<file path="config.mk">
export PLATFORM = sky130hd
export DESIGN_NAME = inst_fetch
export DESIGN_NICKNAME = d
export VERILOG_FILES = /design/src/rtl/inst_fetch_pkg.sv /design/src/rtl/inst_fetch_fifo.sv /design/src/rtl/inst_fetch.sv
export SDC_FILE = /design/constraint.sdc
export NUM_CORES = 1
export LEC_CHECK = 0
export BUFFER_PORTS_ARGS = -buffer_cell sky130_fd_sc_hd__buf_2
export CAP_MARGIN = 20
export CORE_ASPECT_RATIO = 1.2
export CORE_UTILIZATION = 40
export CTS_CLUSTER_DIAMETER = 150
export DETAILED_ROUTE_END_ITERATION = 10
export PLACE_DENSITY_LB_ADDON = 0.15
export SETUP_SLACK_MARGIN = 0.02
export SYNTH_ARGS = -nofsm -noshare
export SYNTH_HDL_FRONTEND = slang
export SYNTH_SLANG_ARGS = --single-unit
</file>
<file path="constraint.sdc">
create_clock -name clk -period 3.6 [get_ports clk]
set_input_delay 0.18 -clock clk [delete_from_list [all_inputs] [get_ports clk]]
set_output_delay 0.18 -clock clk [all_outputs]
set_load 0.05 [all_outputs]
</file>
<file path="src/rtl/inst_fetch_pkg.sv">
// Shared types and constants for the instruction fetch stage.
//   INST_ADDR_W / INST_W : PC and instruction word widths
//   ZERO_WORD            : value presented on pc/inst when no instruction is held
//   PC_STEP              : sequential PC increment (one 32-bit word)
//   fetch_entry_t        : {pc, inst} pair buffered between ROM and decode
//   word_align()         : clears the byte-offset bits of an address
package inst_fetch_pkg;

    localparam int unsigned INST_ADDR_W = 32;
    localparam int unsigned INST_W      = 32;

    localparam logic [INST_W-1:0]      ZERO_WORD = '0;
    localparam logic [INST_ADDR_W-1:0] PC_STEP   = INST_ADDR_W'(4);

    typedef struct packed {
        logic [INST_ADDR_W-1:0] pc;
        logic [INST_W-1:0]      inst;
    } fetch_entry_t;

    function automatic logic [INST_ADDR_W-1:0] word_align(input logic [INST_ADDR_W-1:0] addr);
        return {addr[INST_ADDR_W-1:2], 2'b00};
    endfunction

endpackage

</file>
<file path="src/rtl/inst_fetch_fifo.sv">
// Synchronous fetch buffer holding {pc, inst} entries for the decode stage.
//   clk, rst      : clock, synchronous active-high reset
//   flush_i       : empty the buffer; wins over a push in the same cycle
//   push_i/wdata_i: write one entry
//   pop_i         : consume the head entry (ignored when empty)
//   rdata_o       : head entry
//   count_o       : number of stored entries (0..DEPTH)
//   empty_o/full_o: occupancy flags
module inst_fetch_fifo
    import inst_fetch_pkg::*;
#(
    parameter  int unsigned DEPTH = 4,
    localparam int unsigned CNT_W = $clog2(DEPTH) + 1
) (
    input  logic             clk,
    input  logic             rst,
    input  logic             flush_i,
    input  logic             push_i,
    input  fetch_entry_t     wdata_i,
    input  logic             pop_i,
    output fetch_entry_t     rdata_o,
    output logic [CNT_W-1:0] count_o,
    output logic             empty_o,
    output logic             full_o
);

    localparam int unsigned PTR_W = $clog2(DEPTH);

    fetch_entry_t     mem_q [DEPTH];
    logic [PTR_W-1:0] wr_ptr_q, wr_ptr_d;
    logic [PTR_W-1:0] rd_ptr_q, rd_ptr_d;
    logic [CNT_W-1:0] count_q, count_d;
    logic             do_push;
    logic             do_pop;
    logic             mem_we;

    assign empty_o = (count_q == '0);
    assign full_o  = (count_q == CNT_W'(DEPTH));
    assign count_o = count_q;
    assign rdata_o = mem_q[rd_ptr_q];

    // Pointer/occupancy update; a full buffer still accepts a push when popping.
    always_comb begin
        wr_ptr_d = wr_ptr_q;
        rd_ptr_d = rd_ptr_q;
        count_d  = count_q;
        do_pop   = pop_i && !empty_o;
        do_push  = push_i && (!full_o || do_pop);
        mem_we   = do_push && !flush_i;
        if (flush_i) begin
            wr_ptr_d = '0;
            rd_ptr_d = '0;
            count_d  = '0;
        end else begin
            if (do_push) wr_ptr_d = wr_ptr_q + PTR_W'(1);
            if (do_pop)  rd_ptr_d = rd_ptr_q + PTR_W'(1);
            count_d = count_q + CNT_W'(do_push) - CNT_W'(do_pop);
        end
    end

    always_ff @(posedge clk) begin
        if (rst) begin
            wr_ptr_q <= '0;
            rd_ptr_q <= '0;
            count_q  <= '0;
        end else begin
            wr_ptr_q <= wr_ptr_d;
            rd_ptr_q <= rd_ptr_d;
            count_q  <= count_d;
        end
    end

    // Entry storage needs no reset; occupancy alone defines validity.
    always_ff @(posedge clk) begin
        if (mem_we) mem_q[wr_ptr_q] <= wdata_i;
    end

endmodule

</file>
<file path="src/rtl/inst_fetch.sv">
// Fetch stage: issues sequential PCs to the instruction ROM (req/gnt/rvalid,
// in-order returns), buffers {pc, inst} pairs and hands them to decode.
//   clk, rst                    : clock, synchronous active-high reset
//   rom_req_o/rom_addr_o        : ROM request and word address
//   rom_gnt_i                   : ROM accepted the request this cycle
//   rom_rvalid_i/rom_rdata_i    : in-order ROM response
//   redirect_i/redirect_pc_i    : restart fetch at a new target, discard in-flight work
//   valid_o/ready_i             : decode handshake
//   pc_o/inst_o                 : head instruction, zero when !valid_o
//   err_o                       : sticky, response seen with nothing outstanding
module inst_fetch
    import inst_fetch_pkg::*;
#(
    parameter int unsigned            FIFO_DEPTH = 4,
    parameter logic [INST_ADDR_W-1:0] RESET_PC   = '0
) (
    input  logic                   clk,
    input  logic                   rst,
    output logic                   rom_req_o,
    output logic [INST_ADDR_W-1:0] rom_addr_o,
    input  logic                   rom_gnt_i,
    input  logic                   rom_rvalid_i,
    input  logic [INST_W-1:0]      rom_rdata_i,
    input  logic                   redirect_i,
    input  logic [INST_ADDR_W-1:0] redirect_pc_i,
    output logic                   valid_o,
    input  logic                   ready_i,
    output logic [INST_ADDR_W-1:0] pc_o,
    output logic [INST_W-1:0]      inst_o,
    output logic                   err_o
);

    localparam int unsigned CNT_W = $clog2(FIFO_DEPTH) + 1;
    localparam int unsigned SUM_W = CNT_W + 1;

    logic [INST_ADDR_W-1:0] fetch_pc_q, fetch_pc_d;
    logic [INST_ADDR_W-1:0] resp_pc_q, resp_pc_d;
    logic [CNT_W-1:0]       outst_q, outst_d;
    logic [CNT_W-1:0]       drop_q, drop_d;
    logic                   err_q, err_d;

    logic [CNT_W-1:0]       fifo_count;
    logic                   fifo_empty;
    logic                   fifo_full;
    logic                   fifo_push;
    logic                   fifo_pop;
    fetch_entry_t           fifo_head;
    fetch_entry_t           push_entry;

    logic [SUM_W-1:0]       credit_used;
    logic                   issue;
    logic                   rsp_ok;
    logic                   rsp_spur;

    // ROM handshake and decode-side outputs.
    always_comb begin
        credit_used = SUM_W'(outst_q) + SUM_W'(fifo_count);
        // Outstanding requests reserve FIFO slots, so a response can always be stored.
        rom_req_o   = !rst && !redirect_i && (credit_used < SUM_W'(FIFO_DEPTH));
        rom_addr_o  = fetch_pc_q;
        issue       = rom_req_o && rom_gnt_i;
        rsp_ok      = rom_rvalid_i && (outst_q != '0);
        rsp_spur    = rom_rvalid_i && (outst_q == '0);

        valid_o     = !rst && !fifo_empty;
        fifo_pop    = valid_o && ready_i;
        fifo_push   = rsp_ok && (drop_q == '0) && !redirect_i;
        push_entry.pc   = resp_pc_q;
        push_entry.inst = rom_rdata_i;

        pc_o   = valid_o ? fifo_head.pc   : ZERO_WORD;
        inst_o = valid_o ? fifo_head.inst : ZERO_WORD;
        err_o  = err_q;
    end

    // PC, credit and drop bookkeeping.
    always_comb begin
        fetch_pc_d = fetch_pc_q;
        resp_pc_d  = resp_pc_q;
        outst_d    = outst_q;
        drop_d     = drop_q;
        err_d      = err_q;
        if (redirect_i) begin
            // No issue this cycle; every request still in flight must be discarded.
            fetch_pc_d = word_align(redirect_pc_i);
            resp_pc_d  = word_align(redirect_pc_i);
            outst_d    = outst_q - CNT_W'(rsp_ok);
            drop_d     = outst_q - CNT_W'(rsp_ok);
        end else begin
            if (issue)     fetch_pc_d = fetch_pc_q + PC_STEP;
            if (fifo_push) resp_pc_d  = resp_pc_q + PC_STEP;
            outst_d = outst_q + CNT_W'(issue) - CNT_W'(rsp_ok);
            if (rsp_ok && (drop_q != '0)) drop_d = drop_q - CNT_W'(1);
        end
        if (rsp_spur) err_d = 1'b1;
    end

    always_ff @(posedge clk) begin
        if (rst) begin
            fetch_pc_q <= RESET_PC;
            resp_pc_q  <= RESET_PC;
            outst_q    <= '0;
            drop_q     <= '0;
            err_q      <= 1'b0;
        end else begin
            fetch_pc_q <= fetch_pc_d;
            resp_pc_q  <= resp_pc_d;
            outst_q    <= outst_d;
            drop_q     <= drop_d;
            err_q      <= err_d;
        end
    end

    inst_fetch_fifo #(
        .DEPTH (FIFO_DEPTH)
    ) u_fifo (
        .clk     (clk),
        .rst     (rst),
        .flush_i (redirect_i),
        .push_i  (fifo_push),
        .wdata_i (push_entry),
        .pop_i   (fifo_pop),
        .rdata_o (fifo_head),
        .count_o (fifo_count),
        .empty_o (fifo_empty),
        .full_o  (fifo_full)
    );

    // The credit scheme must never present a push to a full buffer that is not draining.
    a_no_push_when_full: assert property (@(posedge clk) disable iff (rst)
        !(fifo_push && fifo_full && !fifo_pop));

endmodule
</file>
==> impl_metrics.ini, run 1 <==
[sta]
tightest_slew_ns = 0.960
hold_viol_final = 0
max_freq_mhz = 345
max-slew-margin-rel_pct = 35.8
clock_skew_ns = 0.0172
post-route-period-util_pct = 80.5
period_minus_slack_ns = 2.90
rsz0062_at_grt = no
tns_ns = 0
hold_slack_ns = 0.0233
finalWorstSetupSlack_ns = 0.701
finalSetupViolations = 0
slew_viol_final = 0

[power]
p_sw_share_pct = 24.6
p_int_w = 0.00675
seqPwrFrac_pct = 48.8
p_per_area_nw_per_um2 = 533
p_sw_w = 0.00220
clkPwrFrac_pct = 39.9
vdd_drop_max_uv = 299
combPwrFrac_pct = 11.3
cellLeakagePower_nw = 5.91

[synthesis]
synth_area_leaders = edfxtp_1 (54%), dfxtp_1 (11%), mux4_2 (10%)
synth_area_um2 = 13700
synth-edff-count = 248
yosysTopAreaCellShare_pct = 54.4
async_reset_ff_share_pct = 0
ys_seq_area_share_pct = 65.5
avgSynthCellArea_um2 = 14.6
ys_ff_latch = 324
netlist-cell-type-count = 61
synthCells = 938
synth.top_cells.by_count = edfxtp_1 (248), dfxtp_1 (76), and2_1 (74)
ys_warn_count = 0
yosysTopAreaCell = edfxtp_1
synth.most_common_cell = edfxtp_1
ys.flop_type = edfxtp_1

[drt]
routed_wl_um = 31200
drc = 0
wl_per_cell_um = 19.0
dr.pass1.iters = 4
routed_via_density = 5.31
via_count = 8691
ant_nets = 0
drtIter0Drc = 548

[global_routing]
first_global_vias = 8693
grt_antenna_before_repair = 0
grt_use_total_pct = 18.2
grt_first_pass_wirelength_um = 48700
grt_overflow = 0
grt_max_degree = 65

[cts]
h-tree-depth = 2
cts_tree = built
cts_buffers = 35
clock_path_buffers = 3
ctsResizeCount = 0
cts_setup_buffers = 0
cts.sinks = 324
clock_latency_ns = 0.52
clk_pin_slew_ns = 0.06
cts_hold_buf = 53
cts_root_buf = clkbuf_16

[floorplanning]
fp.dieW_um = 171
die_y_um = 205
core_area_um2 = 33400
start_util_pct = 41.0
pin_count = 169
num_rows = 73
dieArea_um2 = 35000

[place]
globalplace.congestion = 0.862
pre_cts_ws_ns = 0.751
numPortBuffers = 162
dp.final_hpwl_um = 19000

[worst_setup_path]
worstPathArrival_ns = 3.27
endpoint_kind = flip-flop
criticalPathCategory = flip-flop to flip-flop
regToRegSetupSlack_ns = 0.70
crit_fanout = 6
cp.required_ns = 3.97
cp-start-kind = flip-flop

[layout]
area_growth_pct = 22.6
layout-drive-gt1-share_pct = 26.0
nets = 1250
antenna_cells = 0

[min_path]
hp-class = input port to flip-flop

[outcome]
status = complete, no violations

[run]
max_cap_violations = 0
[per-layer routing]
metal | vias up | GRT usage, % | routed length (um)
met2 | 274 | 31.0 | 15200
li1 | 4076 | - | -
met4 | 0 | 4.85 | 578
met5 | - | 0 | 0
met3 | 37 | 2.96 | 1540
met1 | 4304 | 24.0 | 13900
[kinds of logic after synthesis]
| logic type | after synthesis | share of synthesized area, % |
|---|---|---|
| fa+ha+maj | 18 | 1.75 |
| flops | 324 | 65.5 |
| buf+inv | 71 | 2.09 |
| mux | 67 | 10.6 |
| compound gates | 120 | 5.80 |
| simple gates | 305 | 12.2 |
| xor+xnor | 32 | 2.05 |
| other cells | 1 | 0.0274 |
[power by group through the flow]
stage | clock [W] | sequential, W | combinational, W
CTS | 0.00368 | 0.00437 | 0.00103
finish | 0.00357 | 0.00437 | 0.00101
floorplan | 0 | 0.00449 | 0.000603
global placement | 0 | 0.00444 | 0.000966
detailed placement | 0 | 0.00445 | 0.000973
global route | 0.00383 | 0.00439 | 0.00111
[cells in the final DEF, fill, tap and decap left out, types with 8 or more instances in the layout]
cell,count
o21ai_0,22
xnor2_1,21
nand4_1,23
nor2_1,50
and2_1,70
a21boi_0,9
nor3_1,18
a211oi_1,11
nand2_1,49
a31oi_1,21
mux4_2,62
nand3_1,25
buf_2,162
a21oi_1,23
dlygate4sd3_1,53
nor4_1,11
buf_4,14
clkinv_1,8
edfxtp_1,248
dfxtp_1,74
ha_1,16
clkbuf_16,36
inv_1,18
xor2_1,11
and3_1,15
[area by class of cell]
cell class,count,area [um2]
Clock buffer,42,923
Clock inverter,21,226
Fill cell,2974,16600
Inverter,20,75.1
Multi-Input combinational cell,546,4460
Sequential cell,324,8970
Tap cell,450,563
Timing Repair Buffer,235,1570
[through the flow]
stage	cells	total power, W	util [%]	instance area [um2]
2_1_floorplan	941	0.00509	-	13700
3_3_place_gp	1522	0.00541	45.2	15100
3_5_place_dp	1522	0.00542	45.2	15100
4_1_cts	1638	0.00907	50.2	16800
5_1_grt	1638	0.00932	50.2	16800
6_report	1638	0.00895	50.2	16800
[state kept, by name (all words and copies together), names as in the netlist, named ones only]
name	cells
u_fifo.wr_ptr_q	2
drop_q	3
rom_addr_o	30
u_fifo.count_o	3
resp_pc_q	30
u_fifo.mem_q	248
outst_q	3
err_o	1
u_fifo.rd_ptr_q	2
[critical path, cell delays in order (launching register included)]
cell and delay (ns):
dfxtp_1 0.38, ha_1 0.24, nor4_1 0.37, and3_1 0.24, clkinv_1 0.09, ha_1 0.28
inv_1 0.04, ha_1 0.20, fa_1 0.39, xor2_1 0.15, o21ai_0 0.19, xnor2_1 0.14
nor2_1 0.05
[final timing paths]
| path | start | to | cells after the start |
|---|---|---|---|
| worst max-delay path | outst_q[2]$_SDFF_PP0_ | outst_q[2]$_SDFF_PP0_ | 12 |
| worst min-delay path | redirect_pc_i[6] | resp_pc_q[6]$_SDFFE_PP0P_ | 3 |
| worst max register to register | outst_q[2]$_SDFF_PP0_ | outst_q[2]$_SDFF_PP0_ | 12 |
| worst min register to register | err_o$_SDFFE_PP0P_ | err_o$_SDFFE_PP0P_ | 2 |
Note: power is estimated with default switching activity, not from simulation.
==> run 2: changes to the inputs <==
--- a/config.mk
+++ b/config.mk
@@ -5,6 +5,7 @@
 export SDC_FILE = /design/constraint.sdc
 export NUM_CORES = 1
 export LEC_CHECK = 0
+export ABC_AREA = 1
 export BUFFER_PORTS_ARGS = -buffer_cell sky130_fd_sc_hd__buf_2
 export CAP_MARGIN = 20
 export CORE_ASPECT_RATIO = 1.2
==> constraint.sdc (replaced) <==
create_clock -name clk -period 2.6 [get_ports clk]
set_input_delay 0.13 -clock clk [delete_from_list [all_inputs] [get_ports clk]]
set_output_delay 0.13 -clock clk [all_outputs]
set_load 0.05 [all_outputs]
==> run 2 against run 1 <==
  * Sequential power up 37%
  * Clock-buffer cell count rose by 2
  * Die area increased by 7.8%
==> impl_metrics.ini, run 2 <==
[cts]
clock_path_buffers = 3
cts_buffers = 35
cts_tree = built
cts.sinks = 324
cts_setup_buffers = 0
h-tree-depth = 2
clk_pin_slew_ns = 0.06
cts_root_buf = clkbuf_16
clock_latency_ns = 0.53

[global_routing]
grt_overflow = 0
grt_use_total_pct = 20.4
grt_first_pass_wirelength_um = 59300
grt_antenna_before_repair = 0
grt_max_degree = 63
first_global_vias = 11200

[drt]
drc = 0
routed_wl_um = 38100
via_count = 11600
dr.pass1.iters = 4
routed_via_density = 5.00
drtIter0Drc = 639
ant_nets = 0
wl_per_cell_um = 16.4

[layout]
fillers = 3446
final_cell_mix = nor2_1 (352), nand2_1 (289), edfxtp_1 (248)
antenna_cells = 0
largest_reg_flops = 248
area_growth_pct = 21.0
post-route-util_pct = 49.5
final_common_cell = nor2_1
layout-drive-gt1-share_pct = 16.1
largest-register = u_fifo.mem_q
nets = 1911

[floorplanning]
core_area_um2 = 36100
die_y_um = 212
start_util_pct = 40.9
num_rows = 76
fp.dieW_um = 177
pin_count = 169
dieArea_um2 = 37700

[place]
dp.final_hpwl_um = 24200
numPortBuffers = 162
globalplace.congestion = 0.892

[sta]
period_minus_slack_ns = 2.40
post-route-period-util_pct = 92.3
rsz0062_at_grt = yes
clock_skew_ns = 0.0105
hold_viol_final = 0
hold_slack_ns = 0.0177
tightest_slew_ns = 0.652
max-slew-margin-rel_pct = 56.6
slew_viol_final = 0
max_freq_mhz = 417
finalSetupViolations = 0
tns_ns = 0

[worst_setup_path]
endpoint_kind = output port
critPathMaxStageDelay_ns = 0.41
critical_path.cell_chain = inv_2 > buf_12 > buf_4 > o21ai_0 > a21oi_1 > buf_2
cp_num_buf_inv = 4
cp_slowest_cell = dfxtp_4
worstPathArrival_ns = 2.27
critPathTopFamily = buffers and inverters
cp.required_ns = 2.47
criticalPathCategory = flip-flop to output port
cp-start-kind = flip-flop
crit_fanout = 44

[power]
p_int_w = 0.00900
p_sw_w = 0.00309
seqPwrFrac_pct = 49.6
vdd_drop_max_uv = 411
clkPwrFrac_pct = 39.4
cellLeakagePower_nw = 6.86
combPwrFrac_pct = 11.0
p_sw_share_pct = 25.6
p_per_area_nw_per_um2 = 676
total_power_w = 0.0121

[outcome]
status = complete, no violations

[synthesis]
synth_area_um2 = 14800
ys_warn_count = 0
synth.most_common_cell = nor2_1
synth-edff-count = 248
ys_seq_area_share_pct = 60.7
synth.top_cells.by_count = nor2_1 (356), nand2_1 (290), edfxtp_1 (248)
synthCells = 1608
netlist-cell-type-count = 36
ys.flop_type = edfxtp_1
async_reset_ff_share_pct = 0
yosysTopAreaCellShare_pct = 50.4
avgSynthCellArea_um2 = 9.18
yosysTopAreaCell = edfxtp_1
synth_area_leaders = edfxtp_1 (50%), dfxtp_1 (10%), nor2_1 (9.1%)
ys_ff_latch = 324

[run]
max_cap_violations = 0

[min_path]
hp-class = input port to flip-flop
run 2: cell count changes after synthesis, moves of 15 or more:
cell	change
and3_1	-15
o21ai_0	+148
nand2_1	+241
xnor2_1	-15
buf_2	+15
inv_1	+97
and2_1	-72
a21oi_1	+93
nor3_1	-17
nand3_1	+43
nor2_1	+305
mux4_2	-62
nand4_1	-20
run 2: final cells by class:
type	count	area, um2	area share (%)
Inverter	118	443	2.48
Multi-Input combinational cell	1097	5120	28.6
Timing Repair Buffer	247	1660	9.28
Clock buffer	44	931	5.21
Sequential cell	324	8980	50.2
Tap cell	468	586	3.28
Clock inverter	18	155	0.868
run 2: metrics by stage:
step,std cells,setup WS (ns),cell area (um2)
floorplan,1611,-0.0533,14900
global placement,2203,0.230,16300
detailed placement,2203,0.228,16300
CTS,2316,0.0881,17900
global route,2316,0.0191,17900
finish,2316,0.199,17900
run 2: path summary, 6_finish.rpt:
path | slack (ns) | cells after the start | startpoint | endpoint
hold reg to reg | 0.46 | 2 | u_fifo.rd_ptr_q[1]$_SDFFE_PP0P_ | flip-flop
setup / recovery | 0.20 | 6 | flip-flop | pc_o[20]
setup reg to reg | 0.24 | 12 | u_fifo.count_o[2]$_SDFF_PP0_ | outst_q[2]$_SDFF_PP0_
hold / removal | 0.02 | 5 | redirect_pc_i[27] | rom_addr_o[27]$_SDFFE_PP0P_
run 2: what timing repair did:
item	CTS	global route
endpoints found under the setup margin	3	2
pin swaps	0	0
endpoints found under the hold margin	161	0
hold buffers	51	0
gates resized for setup	1	2
run 2: kinds of logic after synthesis:
| group | Yosys count | share of synthesized area [%] |
|---|---|---|
| fa+ha+maj | 18 | 1.63 |
| xor+xnor | 16 | 0.949 |
| simple gates | 756 | 21.0 |
| other cells | 1 | 0.0254 |
| flops | 324 | 60.7 |
| buf+inv | 190 | 5.22 |
| compound gates | 303 | 10.5 |
run 2: worst register-to-register path, cell delays in order, from the launching register on:
cell and delay [ns]:
dfxtp_2 0.34, ha_1 0.29, nor2_1 0.13, nand2_2 0.11
nor2_4 0.13, nand2_2 0.08, ha_4 0.26, inv_2 0.04
ha_4 0.15, fa_2 0.36, or2_4 0.23, nand3_2 0.05
a21oi_1 0.06
run 2: layer usage:
| layer | vias up | track usage, % | wire length (um) |
|---|---|---|---|
| met1 | 5417 | 25.5 | 16600 |
| li1 | 5789 | - | - |
| met5 | - | 0 | 0 |
| met3 | 67 | 3.24 | 1790 |
| met2 | 305 | 35.6 | 18700 |
| met4 | 0 | 6.78 | 1020 |
run 2: power groups by stage:
stage | logic, W | registers [W] | clock network [W]
CTS | 0.00134 | 0.00600 | 0.00488
global placement | 0.00125 | 0.00610 | 0
detailed placement | 0.00127 | 0.00611 | 0
global route | 0.00149 | 0.00602 | 0.00509
finish | 0.00132 | 0.00600 | 0.00476
floorplan | 0.000796 | 0.00618 | 0
==> run 3: changes to the inputs <==
--- a/config.mk
+++ b/config.mk
@@ -13,7 +13,9 @@
 export CTS_CLUSTER_DIAMETER = 150
 export DETAILED_ROUTE_END_ITERATION = 10
 export PLACE_DENSITY_LB_ADDON = 0.15
+export RECOVER_POWER = 25
 export SETUP_SLACK_MARGIN = 0.02
+export SLEW_MARGIN = 5
 export SYNTH_ARGS = -nofsm -noshare
 export SYNTH_HDL_FRONTEND = slang
 export SYNTH_SLANG_ARGS = --single-unit
==> constraint.sdc (replaced) <==
create_clock -name clk -period 2.72 [get_ports clk]
set_input_delay 0.136 -clock clk [delete_from_list [all_inputs] [get_ports clk]]
set_output_delay 0.136 -clock clk [all_outputs]
set_load 0.05 [all_outputs]
==> run 3 against run 2 <==
  * Via count is 1.4% lower
  * Core utilization fell by 0.43 points
  * Clock skew increased by 0.0064 ns
  * Cell count down 0.69%
  * First-iteration DRC count fell by 3.0%
  * Largest power group unchanged
==> impl_metrics.ini, run 3 (synthesis gave the netlist of run 2 again) <==
[outcome]
status = complete, no violations

[power]
p_int_w = 0.00866
combPwrFrac_pct = 10.6
clkPwrFrac_pct = 39.8
vdd_drop_max_uv = 389
p_sw_share_pct = 25.1
p_per_area_nw_per_um2 = 652
cellLeakagePower_nw = 6.70
seqPwrFrac_pct = 49.6
total_power_w = 0.0116
p_sw_w = 0.00290

[floorplanning]
die_y_um = 212
core_area_um2 = 36100
start_util_pct = 40.9
num_rows = 76
dieArea_um2 = 37700
fp.dieW_um = 177
pin_count = 169

[worst_setup_path]
regToRegSetupSlack_ns = 0.30
reg2reg_to = u_fifo.count_o[2]$_SDFF_PP0_
worst_r2r_startpoint = drop_q[0]$_SDFFE_PP0P_
cp-start-kind = flip-flop
crit_fanout = 36
r2r.worst_path.cells = 13
endpoint_kind = output port
cp.required_ns = 2.58
criticalPathCategory = flip-flop to output port
worstPathArrival_ns = 2.29

[layout]
largest_reg_flops = 248
largest-register = u_fifo.mem_q
final_cell_mix = nor2_1 (352), nand2_1 (289), edfxtp_1 (248)
final_common_cell = nor2_1
fillers = 3488
antenna_cells = 0
area_growth_pct = 20.0
nets = 1898
layout-drive-gt1-share_pct = 13.4

[drt]
dr.pass1.iters = 7
ant_nets = 0
routed_via_density = 4.96
routed_wl_um = 37100
wl_per_cell_um = 16.1
via_count = 11400
drc = 0
drtIter0Drc = 620

[cts]
cts_tree = built
cts_setup_buffers = 0
clock_latency_ns = 0.52
clock_path_buffers = 3
h-tree-depth = 2
cts.sinks = 324
cts_buffers = 36
clk_pin_slew_ns = 0.06
cts_root_buf = clkbuf_16

[global_routing]
first_global_vias = 11000
grt_overflow = 0
grt_first_pass_wirelength_um = 57800
grt_antenna_before_repair = 0
grt_max_degree = 73
grt_use_total_pct = 19.7

[sta]
rsz0062_at_grt = no
post-route-period-util_pct = 89.4
period_minus_slack_ns = 2.43
tightest_slew_ns = 0.822
slew_viol_final = 0
finalSetupViolations = 0
hold_viol_final = 0
clock_skew_ns = 0.0169
tns_ns = 0
max-slew-margin-rel_pct = 45.2
max_freq_mhz = 411

[min_path]
min-delay-start = redirect_pc_i[14]
min_path_cells = 5
holdPathEnd = resp_pc_q[14]$_SDFFE_PP0P_
hp-class = input port to flip-flop

[place]
numPortBuffers = 162
globalplace.congestion = 0.873
dp.final_hpwl_um = 23500

[run]
max_cap_violations = 0
-- run 3: critical path, stage by stage, from the launching register on --
cell     delay (ns)
dfxtp_4        0.63
buf_4          0.34
nor2_1         0.07
nor2_1         0.07
o21ai_0        0.09
a21oi_1        0.25
buf_2          0.31
-- run 3: cell type report --
type                    instances  area, um2  area share [%]
clock inverters                15        155           0.876
clock buffers                  45        935            5.28
repair buffers                233       1520            8.59
multi-input cells            1097       5090            28.8
well taps                     468        586            3.31
inverters                     118        448            2.53
flip-flops and latches        324       8980            50.7
-- run 3: per-stage QoR --
stage	worst slack, ns	utilization (%)	cell area [um2]	hold slack, ns	cells
floorplan	0.0210	-	14800	0.235	1611
global placement	0.310	44.8	16200	0.351	2193
detailed placement	0.293	44.8	16200	0.357	2193
CTS	0.0826	49.1	17800	0.000234	2300
global route	0.0786	49.0	17700	0.0346	2300
finish	0.289	49.0	17700	0.0105	2300
-- run 3: worst max path at each step --
stage,from,slack (ns),depth (start not counted),end
2_1_floorplan,u_fifo.count_o[2]$_SDFF_PP0_,0.02,13,outst_q[2]$_SDFF_PP0_
3_3_place_gp,drop_q[0]$_SDFFE_PP0P_,0.31,13,u_fifo.count_o[2]$_SDFF_PP0_
3_5_place_dp,drop_q[0]$_SDFFE_PP0P_,0.29,13,u_fifo.count_o[2]$_SDFF_PP0_
4_1_cts,flip-flop,0.08,6,inst_o[24]
5_1_grt,flip-flop,0.08,6,inst_o[14]
6_report,flip-flop,0.29,6,pc_o[23]
-- run 3: repair_timing --
| action | 4_1_cts | 5_1_grt |
|---|---|---|
| setup endpoints to repair | 0 | 8 |
| resized for setup | 0 | 4 |
| endpoints found under the hold margin | 153 | 0 |
| hold buffers | 47 | 0 |
-- run 3: power groups by stage --
stage                     combinational, W  sequential [W]  clock [W]
after global placement             0.00117         0.00583          0
after detailed placement           0.00118         0.00584          0
after floorplan                   0.000750         0.00591          0
final                              0.00122         0.00574    0.00459
after global routing               0.00137         0.00576    0.00488
after CTS                          0.00124         0.00573    0.00469
-- run 3: routing by layer --
| metal | up-vias | GRT usage [%] | part of all wire, % |
|---|---|---|---|
| li1 | 5752 | - | - |
| met1 | 5285 | 24.4 | 42 |
| met2 | 315 | 35.0 | 50 |
| met3 | 63 | 3.09 | 5.5 |
| met4 | 0 | 6.04 | 2.5 |
| met5 | - | 0 | 0 |
